File: src/rtl/pool_sequencer_if.sv
// Control bundle between the pooling datapath and its sequencer.
// The datapath side drives ce; the sequencer drives every strobe back.
interface pool_sequencer_if;
    logic       ce;
    logic       ready;
    logic [1:0] sel;
    logic       load_sr;
    logic       rst_m;
    logic       valid_op;
    logic       global_rst;
    logic       end_op;
    logic [1:0] state;

    modport master (
        output ce,
        input  ready, sel, load_sr, rst_m, valid_op, global_rst, end_op, state
    );

    modport slave (
        input  ce,
        output ready, sel, load_sr, rst_m, valid_op, global_rst, end_op, state
    );
endinterface

File: src/rtl/pool_sequencer.sv
// Sequencer for a streaming P x P non-overlapping max-pool over an M x M map.
// Tracks column, window-column phase, row-in-band, band and frame pixel index.
module pool_sequencer #(
    parameter int m = 12,
    parameter int p = 3
) (
    input  logic             clk,
    input  logic             master_rst,
    pool_sequencer_if.slave  bus
);
    // Handshake: a pixel is taken on a rising edge where ce && ready; ready
    // drops only for the single end-of-frame cycle, and a pixel offered then
    // is ignored rather than held.
    localparam int bands      = m / p;
    localparam int win        = bands * p;
    localparam int cw         = (m > 1) ? $clog2(m) : 1;
    localparam int rw         = $clog2(p);
    localparam int bw         = $clog2(bands + 1);
    localparam int fw         = $clog2(m * m);

    localparam logic [cw-1:0] col_last  = cw'(m - 1);
    localparam logic [cw:0]   win_col   = (cw + 1)'(win);
    localparam logic [cw-1:0] grp_lastv = cw'(p - 1);
    localparam logic [rw-1:0] row_last  = rw'(p - 1);
    localparam logic [bw-1:0] band_lim  = bw'(bands);
    localparam logic [fw-1:0] pix_last  = fw'(m * m - 1);

    localparam logic [1:0] IDLE = 2'd0;
    localparam logic [1:0] RUN  = 2'd1;
    localparam logic [1:0] DONE = 2'd2;

    logic [1:0]    state;
    logic [cw-1:0] col;
    logic [cw-1:0] gcol;
    logic [rw-1:0] row;
    logic [bw-1:0] band;
    logic [fw-1:0] pix;
    logic          valid_q;

    logic ready;
    logic accept;
    logic grp_first;
    logic grp_last;
    logic in_win;

    // gcol is col modulo p, kept as its own counter to avoid a divider.
    assign grp_first = (gcol == '0);
    assign grp_last  = (gcol == grp_lastv);
    assign in_win    = ({1'b0, col} < win_col) && (band < band_lim);
    assign ready     = (state != DONE);
    assign accept    = bus.ce && ready;

    always_ff @(posedge clk or posedge master_rst) begin
        if (master_rst) begin
            state   <= IDLE;
            col     <= '0;
            gcol    <= '0;
            row     <= '0;
            band    <= '0;
            pix     <= '0;
            valid_q <= 1'b0;
        end else begin
            valid_q <= accept && in_win && grp_last && (row == row_last);
            if (state == DONE) begin
                state <= IDLE;
            end else if (accept) begin
                if (pix == pix_last) begin
                    state <= DONE;
                    col   <= '0;
                    gcol  <= '0;
                    row   <= '0;
                    band  <= '0;
                    pix   <= '0;
                end else begin
                    state <= RUN;
                    pix   <= pix + fw'(1);
                    if (col == col_last) begin
                        col  <= '0;
                        gcol <= '0;
                        if (row == row_last) begin
                            row <= '0;
                            // Past the last full band only the pixel counter matters.
                            if (band < band_lim)
                                band <= band + bw'(1);
                        end else begin
                            row <= row + rw'(1);
                        end
                    end else begin
                        col  <= col + cw'(1);
                        gcol <= grp_last ? '0 : gcol + cw'(1);
                    end
                end
            end
        end
    end

    always_comb begin
        bus.sel = 2'b00;
        if (in_win && grp_first)
            bus.sel = (row == '0) ? 2'b10 : 2'b01;
    end

    assign bus.ready      = ready;
    assign bus.load_sr    = accept && in_win && grp_last && (row != row_last);
    assign bus.rst_m      = (state != RUN);
    assign bus.valid_op   = valid_q;
    assign bus.global_rst = (state == DONE);
    assign bus.end_op     = (state == DONE);
    assign bus.state      = state;
endmodule
File: src/flat_wrapper.sv
// flat-port wrapper written by rule: the top's interface ports become plain ports
module pool_sequencer_flat 
#(
    parameter int m = 12,
    parameter int p = 3
)
  (clk, master_rst, bus_ce, bus_ready, bus_sel, bus_load_sr, bus_rst_m, bus_valid_op, bus_global_rst, bus_end_op, bus_state);
  pool_sequencer_if bus_i ();
  input  logic clk;
  input  logic master_rst;
  input wire logic [$bits(bus_i.ce)-1:0] bus_ce;
  output wire logic [$bits(bus_i.ready)-1:0] bus_ready;
  output wire logic [$bits(bus_i.sel)-1:0] bus_sel;
  output wire logic [$bits(bus_i.load_sr)-1:0] bus_load_sr;
  output wire logic [$bits(bus_i.rst_m)-1:0] bus_rst_m;
  output wire logic [$bits(bus_i.valid_op)-1:0] bus_valid_op;
  output wire logic [$bits(bus_i.global_rst)-1:0] bus_global_rst;
  output wire logic [$bits(bus_i.end_op)-1:0] bus_end_op;
  output wire logic [$bits(bus_i.state)-1:0] bus_state;
  assign bus_i.ce = bus_ce;
  assign bus_ready = bus_i.ready;
  assign bus_sel = bus_i.sel;
  assign bus_load_sr = bus_i.load_sr;
  assign bus_rst_m = bus_i.rst_m;
  assign bus_valid_op = bus_i.valid_op;
  assign bus_global_rst = bus_i.global_rst;
  assign bus_end_op = bus_i.end_op;
  assign bus_state = bus_i.state;
  pool_sequencer #(.m(m), .p(p)) u_core (.clk(clk), .master_rst(master_rst), .bus(bus_i));
endmodule
File: config.mk
export PLATFORM = sky130hd
export DESIGN_NAME = pool_sequencer_flat
export DESIGN_NICKNAME = d
export VERILOG_FILES = /design/src/rtl/pool_sequencer_if.sv /design/src/rtl/pool_sequencer.sv /design/src/flat_wrapper.sv
export SDC_FILE = /design/constraint.sdc
export NUM_CORES = 1
export LEC_CHECK = 0
export CORE_ASPECT_RATIO = 1.5
export CORE_MARGIN = 1.5
export CORE_UTILIZATION = 59
export DETAILED_ROUTE_END_ITERATION = 10
export PLACE_DENSITY = 0.83
export RECOVER_POWER = 50
export SETUP_SLACK_MARGIN = 0.15
export SLEW_MARGIN = 0
export SYNTH_ARGS = -nofsm -noshare
export SYNTH_HDL_FRONTEND = slang
export SYNTH_SLANG_ARGS = --single-unit
File: constraint.sdc
create_clock -name clk -period 4 [get_ports clk]
set_input_delay 0.8 -clock clk [delete_from_list [all_inputs] [get_ports clk]]
set_output_delay 0.8 -clock clk [all_outputs]
set_load 0.01 [all_outputs]
==> metrics.csv <==
stage,metric,value,unit
critical_path,crit_path_end_kind,primary output,
placement,placed_cells,157,
min_path,hp-class,register to register,
clocking,cts_tree,yes,
timing,finalMaxSlewViolations,0,
timing,min_period_over_period,0.847,
grt,grt_pass1_vias,909,
route,drc,0,
route,first_iter_violations,31,
timing,post-route-min-period,3.39,ns
min_path,min_to,u_core.band[0]$_DFFE_PP0P_,
critical_path,cp-start-kind,input port,
min_path,hold-path-cell-count,1,
route,routed.top_layer,met4,
grt,grt_pass1_wl,3.75,mm
floorplan,initial_core_util,0.627,
critical_path,cpPeakStageDelay,0.60,ns
route,wire_per_inst,14.2,um
critical_path,cp.required,3.20,ns
cells_and_area,antenna_cells,0,
critical_path,critPathSlowestCell,dlygate4sd3_1,
clocking,post_cts_buffers,0,
timing,setup_tns,0,ns
power_and_ir_drop,ir_drop,0.333,mV
timing,skew,0.00536,ns
power_and_ir_drop,total_power,0.000730,W
critical_path,crit_type,input port to primary output,
critical_path,r2r_setup_slack,2.24,ns
critical_path,cp_cell_sequence,dlygate4sd3_1 -> nand2_4 -> or3_1 -> a21oi_1 -> clkdlybuf4s50_1,
clocking,cts_resized,0,
floorplan,die_h,59.8,um
run,maxCapViolations,0,
clocking,cts_num_sinks,24,
timing,rsz0062_at_grt,false,
placement,io_buffer_count,12,
floorplan,ios,13,
critical_path,crit_fanout,11,
clocking,cts_hold_buf,0,
grt,grt_usage,0.225,
cells_and_area,multi_input_area,593,um^2
critical_path,worstPathArrival,2.59,ns
grt,antenna_found_initial,0,
cells_and_area,regArea,601,um^2
clocking,clk_pin_slew,0.12,ns
timing,final-setup-viol-count,0,
power_and_ir_drop,p_leak,0.661,nW
clocking,cts_buffers,3,
route,vias,931,
clocking,insertion_delay,0.32,ns
route,routed-wl-met2,1.17,mm
cells_and_area,mostFrequentLayoutCells,"dfrtp_1 (24), nand2_1 (16), nor2_1 (16), clkdlybuf4s50_1 (10)",
grt,grt_start_max_net_pins,25,
cells_and_area,area_growth,9.75,%
route,first_pass_iters,4,
cells_and_area,fin_nets,146,
critical_path,r2r-end,u_core.row[1]$_DFFE_PP0P_,
route,m1WireLength,950,um
status,status,completed,
min_path,hp-start,u_core.band[0]$_DFFE_PP0P_,
critical_path,reg2reg_depth,4,
timing,finalHoldViolCount,0,
yosys,yosysWarnings,0,
floorplan,die_w,40.9,um
route,ant_nets,0,
timing,max_freq,0.295,GHz
timing,whs,0.488,ns
power_and_ir_drop,powerDensity,524,nW/um^2
yosys,synth-seq-cells,24,
route,wl_met3,84,um
clocking,cts_root_buf,clkbuf_4,
yosys,synth-edff-count,0,
grt,gr-total-overflow,0,
cells_and_area,n_fill_cell,169,
critical_path,rr_startpoint,u_core.bus.state[0]$_DFFE_PP0P_,
route,wirelength,2.27,mm
clocking,htreeDepth,1,
yosys,synthArstFlopShare,1.00,
yosys,synth_cells,127,
floorplan,rows,20,
placement,dp_hpwl,1.70,mm
cells_and_area,final_cells,160,
timing,relSlewSlack,0.403,
route,via_per_inst,5.82,
yosys,synth_top_flop_cell,dfrtp_1,
timing,tightest_slew,0.894,ns
yosys,ys_types,36,
cells_and_area,final_common_cell,dfrtp_1,
yosys,syn-num-nets,133,
yosys,syn-cell-area,1270,um^2
yosys,yosysSeqAreaShare,0.473,
yosys,postSynthAreaPerCell,10.0,um^2
floorplan,die_area,2450,um^2
cells_and_area,final_util,0.688,
cells_and_area,drive_gt1_frac,0.0870,
clocking,cts.path.max_buffers,2,
placement,gp_congestion,0.793,
floorplan,core_area,2030,um^2
[report_power, final]
group	total [W]	switching, W	internal (W)
logic	0.000225	0.000118	0.000107
clock network	0.000104	0.0000687	0.0000353
registers	0.000402	0.0000850	0.000317
[flip-flops by register name (all words and copies together) (netlist names)]
register and flops:
u_core.band 3, u_core.bus.state 2, u_core.bus.valid_op 1, u_core.col 4, u_core.gcol 4, u_core.pix 8
u_core.row 2
[through the flow]
stage	instance area [um^2]	setup WS, ns
finish	1390	0.611
global route	1390	0.538
CTS	1410	0.653
detailed placement	1380	0.674
global placement	1380	0.691
floorplan	1270	1.60
[critical path: cells and delay by family]
kind / cells / cell delay (ns)
AOI/OAI and AO/OA: 1 / 0.13
buffers and inverters: 2 / 1.15
and+or+nand+nor: 2 / 0.51
[synthesized netlist by cell type (all sizes together), types with 2 or more instances]
cell	number	area [um^2]
and3	3	18.8
nand4	4	25.0
nor2	16	67.6
inv	7	26.3
o22ai	2	18.8
nand2b	3	18.8
buf	5	42.5
xnor2	2	17.5
ha	3	37.5
or3	2	17.5
and2	2	12.5
mux2i	2	20.0
nand2	18	77.6
xor2	7	61.3
nand3	7	35.0
dfrtp	24	601
nand3b	2	40.0
a21oi	3	18.8
o21ai	6	30.0
[cell type report]
cell class	count	area share
multi-input cells	91	0.425
inverters	7	0.0189
clock buffers	3	0.0162
flip-flops and latches	24	0.431
well taps	22	0.0197
repair buffers	13	0.0889
[worst max path at each step]
stage | from | endpoint | slack [ns] | cells past startpoint
after floorplan | bus_ce | bus_load_sr | 1.60 | 4
after global placement | bus_ce | bus_load_sr | 0.69 | 5
after detailed placement | bus_ce | bus_load_sr | 0.67 | 5
after CTS | bus_ce | bus_load_sr | 0.65 | 5
after global routing | bus_ce | bus_load_sr | 0.54 | 5
final | bus_ce | bus_load_sr | 0.61 | 5
[metal layers]
layer,GRT usage,up-vias
met5,0,-
li1,-,454
met4,0.114,0
met2,0.386,27
met3,0.0260,7
met1,0.256,443
[cells by family (layout without fill, tap and decap cells)]
group | count (synthesis) | count (layout) | synth area share
multiplexers | 2 | 2 | 0.0158
AO/OA/AOI/OAI | 17 | 17 | 0.0916
buffers and inverters | 12 | 23 | 0.0542
adder cells (fa/ha/maj) | 3 | 3 | 0.0296
flip-flops | 24 | 24 | 0.473
AND/OR/NAND/NOR | 60 | 60 | 0.274
XOR/XNOR | 9 | 9 | 0.0621
No activity file was read; power rests on OpenSTA's default activity.
